==> src/rtl/wave_capture_ctrl_pkg.sv <==
// ---------------------------------------------------------------------------
// wave_pkg
// Shared definitions for the waveform capture sequencer:
//   - capture state enum (ARMED / ACTIVE / WAIT)
//   - default sample width and half-buffer depth
//   - display code width and the sample-to-display conversion
// ---------------------------------------------------------------------------
package wave_pkg;

  localparam int SAMPLE_W_DEF   = 16;
  localparam int DEPTH_LOG2_DEF = 8;
  localparam int DISP_W         = 8;

  typedef enum logic [1:0] {
    ARMED  = 2'b00,
    ACTIVE = 2'b01,
    WAIT   = 2'b10
  } wave_state_t;

  // Takes the top DISP_W bits of a signed sample and flips the sign bit,
  // turning two's complement into offset binary (most negative -> 0x00).
  function automatic logic [DISP_W-1:0] to_display_code(input logic [DISP_W-1:0] top_bits);
    return {~top_bits[DISP_W-1], top_bits[DISP_W-2:0]};
  endfunction

endpackage

==> src/rtl/wave_capture_ctrl_zero_cross_detect.sv <==
// ---------------------------------------------------------------------------
// zero_cross_detect
// Flags a positive-going zero crossing of the audio stream: the previous
// sample was negative and the current one is non-negative.
// Ports:
//   clk          in   system clock
//   reset        in   asynchronous active-low reset
//   strobe       in   new sample valid this cycle
//   sample_sign  in   sign bit of the incoming sample
//   pos_cross    out  single-cycle pulse, only on strobe cycles
// ---------------------------------------------------------------------------
module zero_cross_detect (
  input  logic clk,
  input  logic reset,
  input  logic strobe,
  input  logic sample_sign,
  output logic pos_cross
);

  // Only the sign of the previous sample matters for crossing detection,
  // so that is all that is kept; a cleared register reads as sample 0.
  logic prev_sign;

  always_ff @(posedge clk or negedge reset) begin
    if (!reset) begin
      prev_sign <= 1'b0;
    end else if (strobe) begin
      prev_sign <= sample_sign;
    end
  end

  assign pos_cross = strobe & prev_sign & ~sample_sign;

endmodule

==> src/rtl/wave_capture_ctrl.sv <==
// ---------------------------------------------------------------------------
// wave_capture_ctrl
// Capture sequencer for a double-buffered sample RAM. Arms on a positive
// zero crossing, writes 2^DEPTH_LOG2 samples into the half the display is
// not reading, then waits for the display idle window before flipping
// read_index.
// Optional feature macro: WAVE_CAPTURE_TIMEOUT_EN -- forces a trigger on the
// TIMEOUT_SAMPLES-th strobe spent in ARMED so silence or DC still displays.
// Ports:
//   clk                in   system clock
//   reset              in   asynchronous active-low reset
//   new_sample_ready   in   single-cycle sample strobe
//   new_sample_in      in   signed audio sample
//   wave_display_idle  in   display is blanking, safe to swap halves
//   write_address      out  RAM write address {~read_index, wr_count}
//   write_enable       out  RAM write strobe (registered)
//   write_sample       out  offset-binary display code (registered)
//   read_index         out  half-buffer currently read by the display
// ---------------------------------------------------------------------------
module wave_capture_ctrl
  import wave_pkg::*;
#(
  parameter int SAMPLE_W        = SAMPLE_W_DEF,
  parameter int DEPTH_LOG2      = DEPTH_LOG2_DEF,
  parameter int TIMEOUT_SAMPLES = 1024
) (
  input  logic                  clk,
  input  logic                  reset,
  input  logic                  new_sample_ready,
  input  logic [SAMPLE_W-1:0]   new_sample_in,
  input  logic                  wave_display_idle,
  output logic [DEPTH_LOG2:0]   write_address,
  output logic                  write_enable,
  output logic [DISP_W-1:0]     write_sample,
  output logic                  read_index
);

  localparam logic [DEPTH_LOG2-1:0] LAST_SLOT = '1;

  wave_state_t           state;
  wave_state_t           state_next;
  logic [DEPTH_LOG2-1:0] wr_count;
  logic                  pos_cross;
  logic                  trigger;
  logic                  wr_req;
  logic                  swap_req;
  logic [DEPTH_LOG2:0]   wr_addr_next;

  // Low sample bits are below display resolution.
  logic sample_unused;
  assign sample_unused = ^new_sample_in[SAMPLE_W-DISP_W-1:0];

  zero_cross_detect u_zero_cross (
    .clk         (clk),
    .reset       (reset),
    .strobe      (new_sample_ready),
    .sample_sign (new_sample_in[SAMPLE_W-1]),
    .pos_cross   (pos_cross)
  );

`ifdef WAVE_CAPTURE_TIMEOUT_EN
  localparam int TO_W = (TIMEOUT_SAMPLES > 1) ? $clog2(TIMEOUT_SAMPLES) : 1;

  logic [TO_W-1:0] to_count;
  logic            timeout_hit;

  // Counts strobes seen while armed; the strobe that would make the count
  // reach TIMEOUT_SAMPLES triggers directly and is written at slot 0.
  assign timeout_hit = new_sample_ready && (state == ARMED) &&
                       (to_count == TO_W'(TIMEOUT_SAMPLES - 1));
  assign trigger     = pos_cross | timeout_hit;

  always_ff @(posedge clk or negedge reset) begin
    if (!reset) begin
      to_count <= '0;
    end else if ((state != ARMED) || trigger) begin
      to_count <= '0;
    end else if (new_sample_ready) begin
      to_count <= to_count + 1'b1;
    end
  end
`else
  assign trigger = pos_cross;
`endif

  // State register.
  always_ff @(posedge clk or negedge reset) begin
    if (!reset) begin
      state <= ARMED;
    end else begin
      state <= state_next;
    end
  end

  // Next-state logic; the spare encoding falls back to ARMED.
  always_comb begin
    state_next = state;
    case (state)
      ARMED:  if (trigger) state_next = ACTIVE;
      ACTIVE: if (new_sample_ready && (wr_count == LAST_SLOT)) state_next = WAIT;
      WAIT:   if (wave_display_idle) state_next = ARMED;
      default: state_next = ARMED;
    endcase
  end

  // Per-state actions: which cycles write a sample and when the halves swap.
  always_comb begin
    wr_req   = 1'b0;
    swap_req = 1'b0;
    case (state)
      ARMED:  wr_req   = trigger;
      ACTIVE: wr_req   = new_sample_ready;
      WAIT:   swap_req = wave_display_idle;
      default: ;
    endcase
  end

  // wr_count is zero whenever ARMED, so the trigger sample lands at slot 0.
  assign wr_addr_next = {~read_index, wr_count};

  // Datapath and registered RAM write port. wr_count wraps naturally after
  // the last slot, leaving it at zero for the next capture.
  always_ff @(posedge clk or negedge reset) begin
    if (!reset) begin
      wr_count      <= '0;
      read_index    <= 1'b0;
      write_enable  <= 1'b0;
      write_address <= '0;
      write_sample  <= '0;
    end else begin
      if (wr_req) begin
        wr_count      <= wr_count + 1'b1;
        write_address <= wr_addr_next;
        write_sample  <= to_display_code(new_sample_in[SAMPLE_W-1 -: DISP_W]);
      end
      if (swap_req) begin
        read_index <= ~read_index;
      end
      write_enable <= wr_req;
    end
  end

endmodule
==> config.mk <==
export PLATFORM = sky130hd
export DESIGN_NAME = wave_capture_ctrl
export DESIGN_NICKNAME = d
export VERILOG_FILES = /design/src/rtl/wave_capture_ctrl_pkg.sv /design/src/rtl/wave_capture_ctrl_zero_cross_detect.sv /design/src/rtl/wave_capture_ctrl.sv
export SDC_FILE = /design/constraint.sdc
export NUM_CORES = 1
export LEC_CHECK = 0
export CELL_PAD_IN_SITES_DETAIL_PLACEMENT = 1
export CELL_PAD_IN_SITES_GLOBAL_PLACEMENT = 1
export CORE_MARGIN = 2
export CORE_UTILIZATION = 30
export DETAILED_ROUTE_END_ITERATION = 8
export PLACE_DENSITY = 0.73
export SLEW_MARGIN = 20
export SYNTH_ARGS = -nofsm -noshare
export SYNTH_HDL_FRONTEND = slang
export SYNTH_SLANG_ARGS = --single-unit
==> constraint.sdc <==
create_clock -name clk -period 2.2 [get_ports clk]
set_clock_uncertainty 0.15 [all_clocks]
set_input_delay 0.44 -clock clk [delete_from_list [all_inputs] [get_ports clk]]
set_output_delay 0.44 -clock clk [all_outputs]
set_load 0.01 [all_outputs]
==> results by group <==
Cells and area
  • Nets: 145
  • Area growth syn-to-layout: 36.7%
  • Antenna Cells: 0
  • Share of cells above drive strength 1: a little over a quarter
  • Final instance area: 1790 um2

Critical path
  • Worst Path Max Fanout: 8
  • Slowest-stage cell, CP: clkdlybuf4s50_1
  • CP Capture Type: register
  • R2r setup slk: between 0.5 and 0.6 ns
  • Data required time of the critical path: between 2 and 2.5 ns
  • Arr. time, crit path: 1.84 ns
  • Critical path, cell by cell: clkdlybuf4s50_1 -> nor2b_1 -> o21ai_2 -> buf_4 -> mux2_4
  • CP max stage delay: 0.49 ns
  • Crit path kind: primary input to register
  • CP startpoint kind: primary input

Global route
  • Largest net degree at the start of global routing: 31
  • First-pass GRT wire length: 4280 um
  • Initial antenna violation count: 0
  • GR peak layer: met2
  • Routing usage on met2: 19.0%
  • GRT Total Usage: 11.6%
  • Total gr overflow: 0
  • Met1 Resource Use GR: 13.0%
  • Number of global-route vias before repair: slightly below 900
  • Met3 Use GR: 6.06%

Drt
  • Vias after detailed routing: 812
  • DR iter-0 viols: 20
  • TritonRoute pass-1 iters: 4
  • Total Wirelength: 2570 um
  • DR DRC count: 0
  • Avg WL per Cell: 14.7 um
  • Post-route ant nets: 0
  • Vias per cell: 4.64

Floorplanning
  • Die width: 70.0 um
  • Cell row count: 23
  • Die extent in y: 70.0 um
  • I/O pins: 39
  • Full die area: 4900 um2
  • Initial core utilization: 32.0%
  • Core ar.: ~4000 um2

Yosys
  • Syn. warnings: 0
  • Flops & latches, synth: 30
  • Post-Syn Nets: 106
  • Top cells by area, synth: dfrtp_1 (57%), mux2_4 (18%), xnor2_1 (5.4%)
  • Most numerous cell in the Yosys netlist: dfrtp_1
  • Mean Syn Cell Area: 15.4 um2
  • Yosys top cell area share: 57.5%
  • Top cell type by total area after synthesis: dfrtp_1
  • Netlist cell types: 24
  • Top cells by count, synth: dfrtp_1 (30), mux2_4 (16), xnor2_1 (8)
  • Synth Cell Area: about 1300 um2
  • Post-synth ARST share: 100%
  • Syn Inst Count: 85
  • Top FF cell, synth: dfrtp_1
  • Seq/Total Area, Yosys: 57.5%
  • Post-synth EDFFs: 0

Power
  • Static leakage: 0.000798 uW
  • Max IR drop VDD: 0.482 mV
  • Pwr per Cell Area: roughly 1000 nW/um2

Flow run
  • Max Cap Viol: 0

Place
  • Final GP Congestion: 0.780
  • Port bufs: 30
  • Post-DP Area: 1680 um2
  • Detailed Place HPWL: 1880 um

Clocking
  • Post CTS Setup Buffer Count: 0
  • Clock tree buffer depth: 2
  • Hold_buf cts: 0
  • CTS Buf Count: 5
  • CTS sink count: 30
  • Post-cts sizing count: 0
  • Worst-skew pair later-pin latency: between 0.2 and 0.3 ns
  • H-tree lvl count: 2
  • CTS tree: built
  • Root Buffer: clkbuf_8
  • Worst-path clk slew: 0.06 ns

Status
  • Status: finished clean

Timing
  • Slew Limit Fails: 0
  • Post-layout min period: 1.82 ns
  • # setup viols final: 0
  • Ratio of final minimum period to clock period: 82.8%
  • Fmax achieved: 0.549 GHz
  • Unrepaired setup endpoints after global routing: no
  • Slew @ Worst Pin: 0.362 ns
  • Slew margin rel.: 75.9%
  • TNS Setup: 0 ns
  • Final hold vios: 0

Hold path
  • Hold Crit Class: register to register
-- routing by layer --
metal  vias up  share of wire, %
li1        378                 -
met4         0               1.6
met3         4               7.0
met2        25                48
met1       405                43
met5         -                 0
-- power breakdown --
group,leakage [uW],switching [uW],internal (uW)
Combinational,0.000378,167,330
Sequential,0.000363,112,687
Clock,0.0000575,199,315
Total,0.000798,478,1330
-- worst max-delay path: cells and delay by family --
kind	cells	cell delay (ns)
simple gates	1	0.07
buf+inv	2	0.75
mux	1	0.32
compound gates	1	0.25
-- layout make-up --
| type | count | area (um2) |
|---|---|---|
| flip-flops and latches | 30 | 751 |
| repair buffers | 36 | 345 |
| well taps | 50 | 62.6 |
| fillers | 437 | 2300 |
| multi-input cells | 48 | 505 |
| clock buffers | 8 | 110 |
| inverters | 3 | 11.3 |
-- cell usage in the layout, fill, tap and decap left out, types with 2 or more instances in the layout --
| cell type | instances |
|---|---|
| mux2i_1 | 2 |
| dfrtp_1 | 30 |
| mux2_4 | 16 |
| and4_1 | 2 |
| inv_1 | 3 |
| clkbuf_8 | 8 |
| buf_4 | 6 |
| clkdlybuf4s50_1 | 30 |
| xnor2_1 | 8 |
| o211ai_1 | 2 |
| o2111ai_1 | 4 |
-- flip-flops by register name, summed over array words and instances, names as in the netlist --
register,cells
wr_count,8
write_address,9
write_sample,8
state,2
write_enable,1
read_index,1
u_zero_cross.prev_sign,1
-- metrics by stage --
stage	hold WS, ns	util, %	instances	setup WS (ns)	total power [uW]
4_1_cts	0.353	43.7	175	0.383	1840
3_5_place_dp	0.344	41.0	167	0.0798	1310
5_1_grt	0.374	43.7	175	0.325	1920
6_report	0.343	43.7	175	0.378	1810
3_3_place_gp	0.332	41.0	167	0.105	1290
2_1_floorplan	-0.00559	-	85	0.697	1070
-- path summary, 6_finish.rpt --
kind | end | depth (start not counted) | start
worst max-delay path | write_address[0] | 5 | new_sample_in[15]
worst min-delay path | read_index | 1 | read_index
worst max register to register | write_address[0] | 3 | state[0]
worst min register to register | read_index | 1 | read_index
max in group asynchronous | read_index | 2 | reset
min in group asynchronous | state[0] | 2 | reset
-- cell families after synthesis --
group           count (synthesis)  synth area share, %
compound gates                 10                 5.94
mux                            19                 20.8
simple gates                   10                 5.65
flops                          30                 57.5
buf+inv                         7                 3.83
xor+xnor                        8                 5.36
fa+ha+maj                       1                0.958
(Power assumes the default switching activity.)
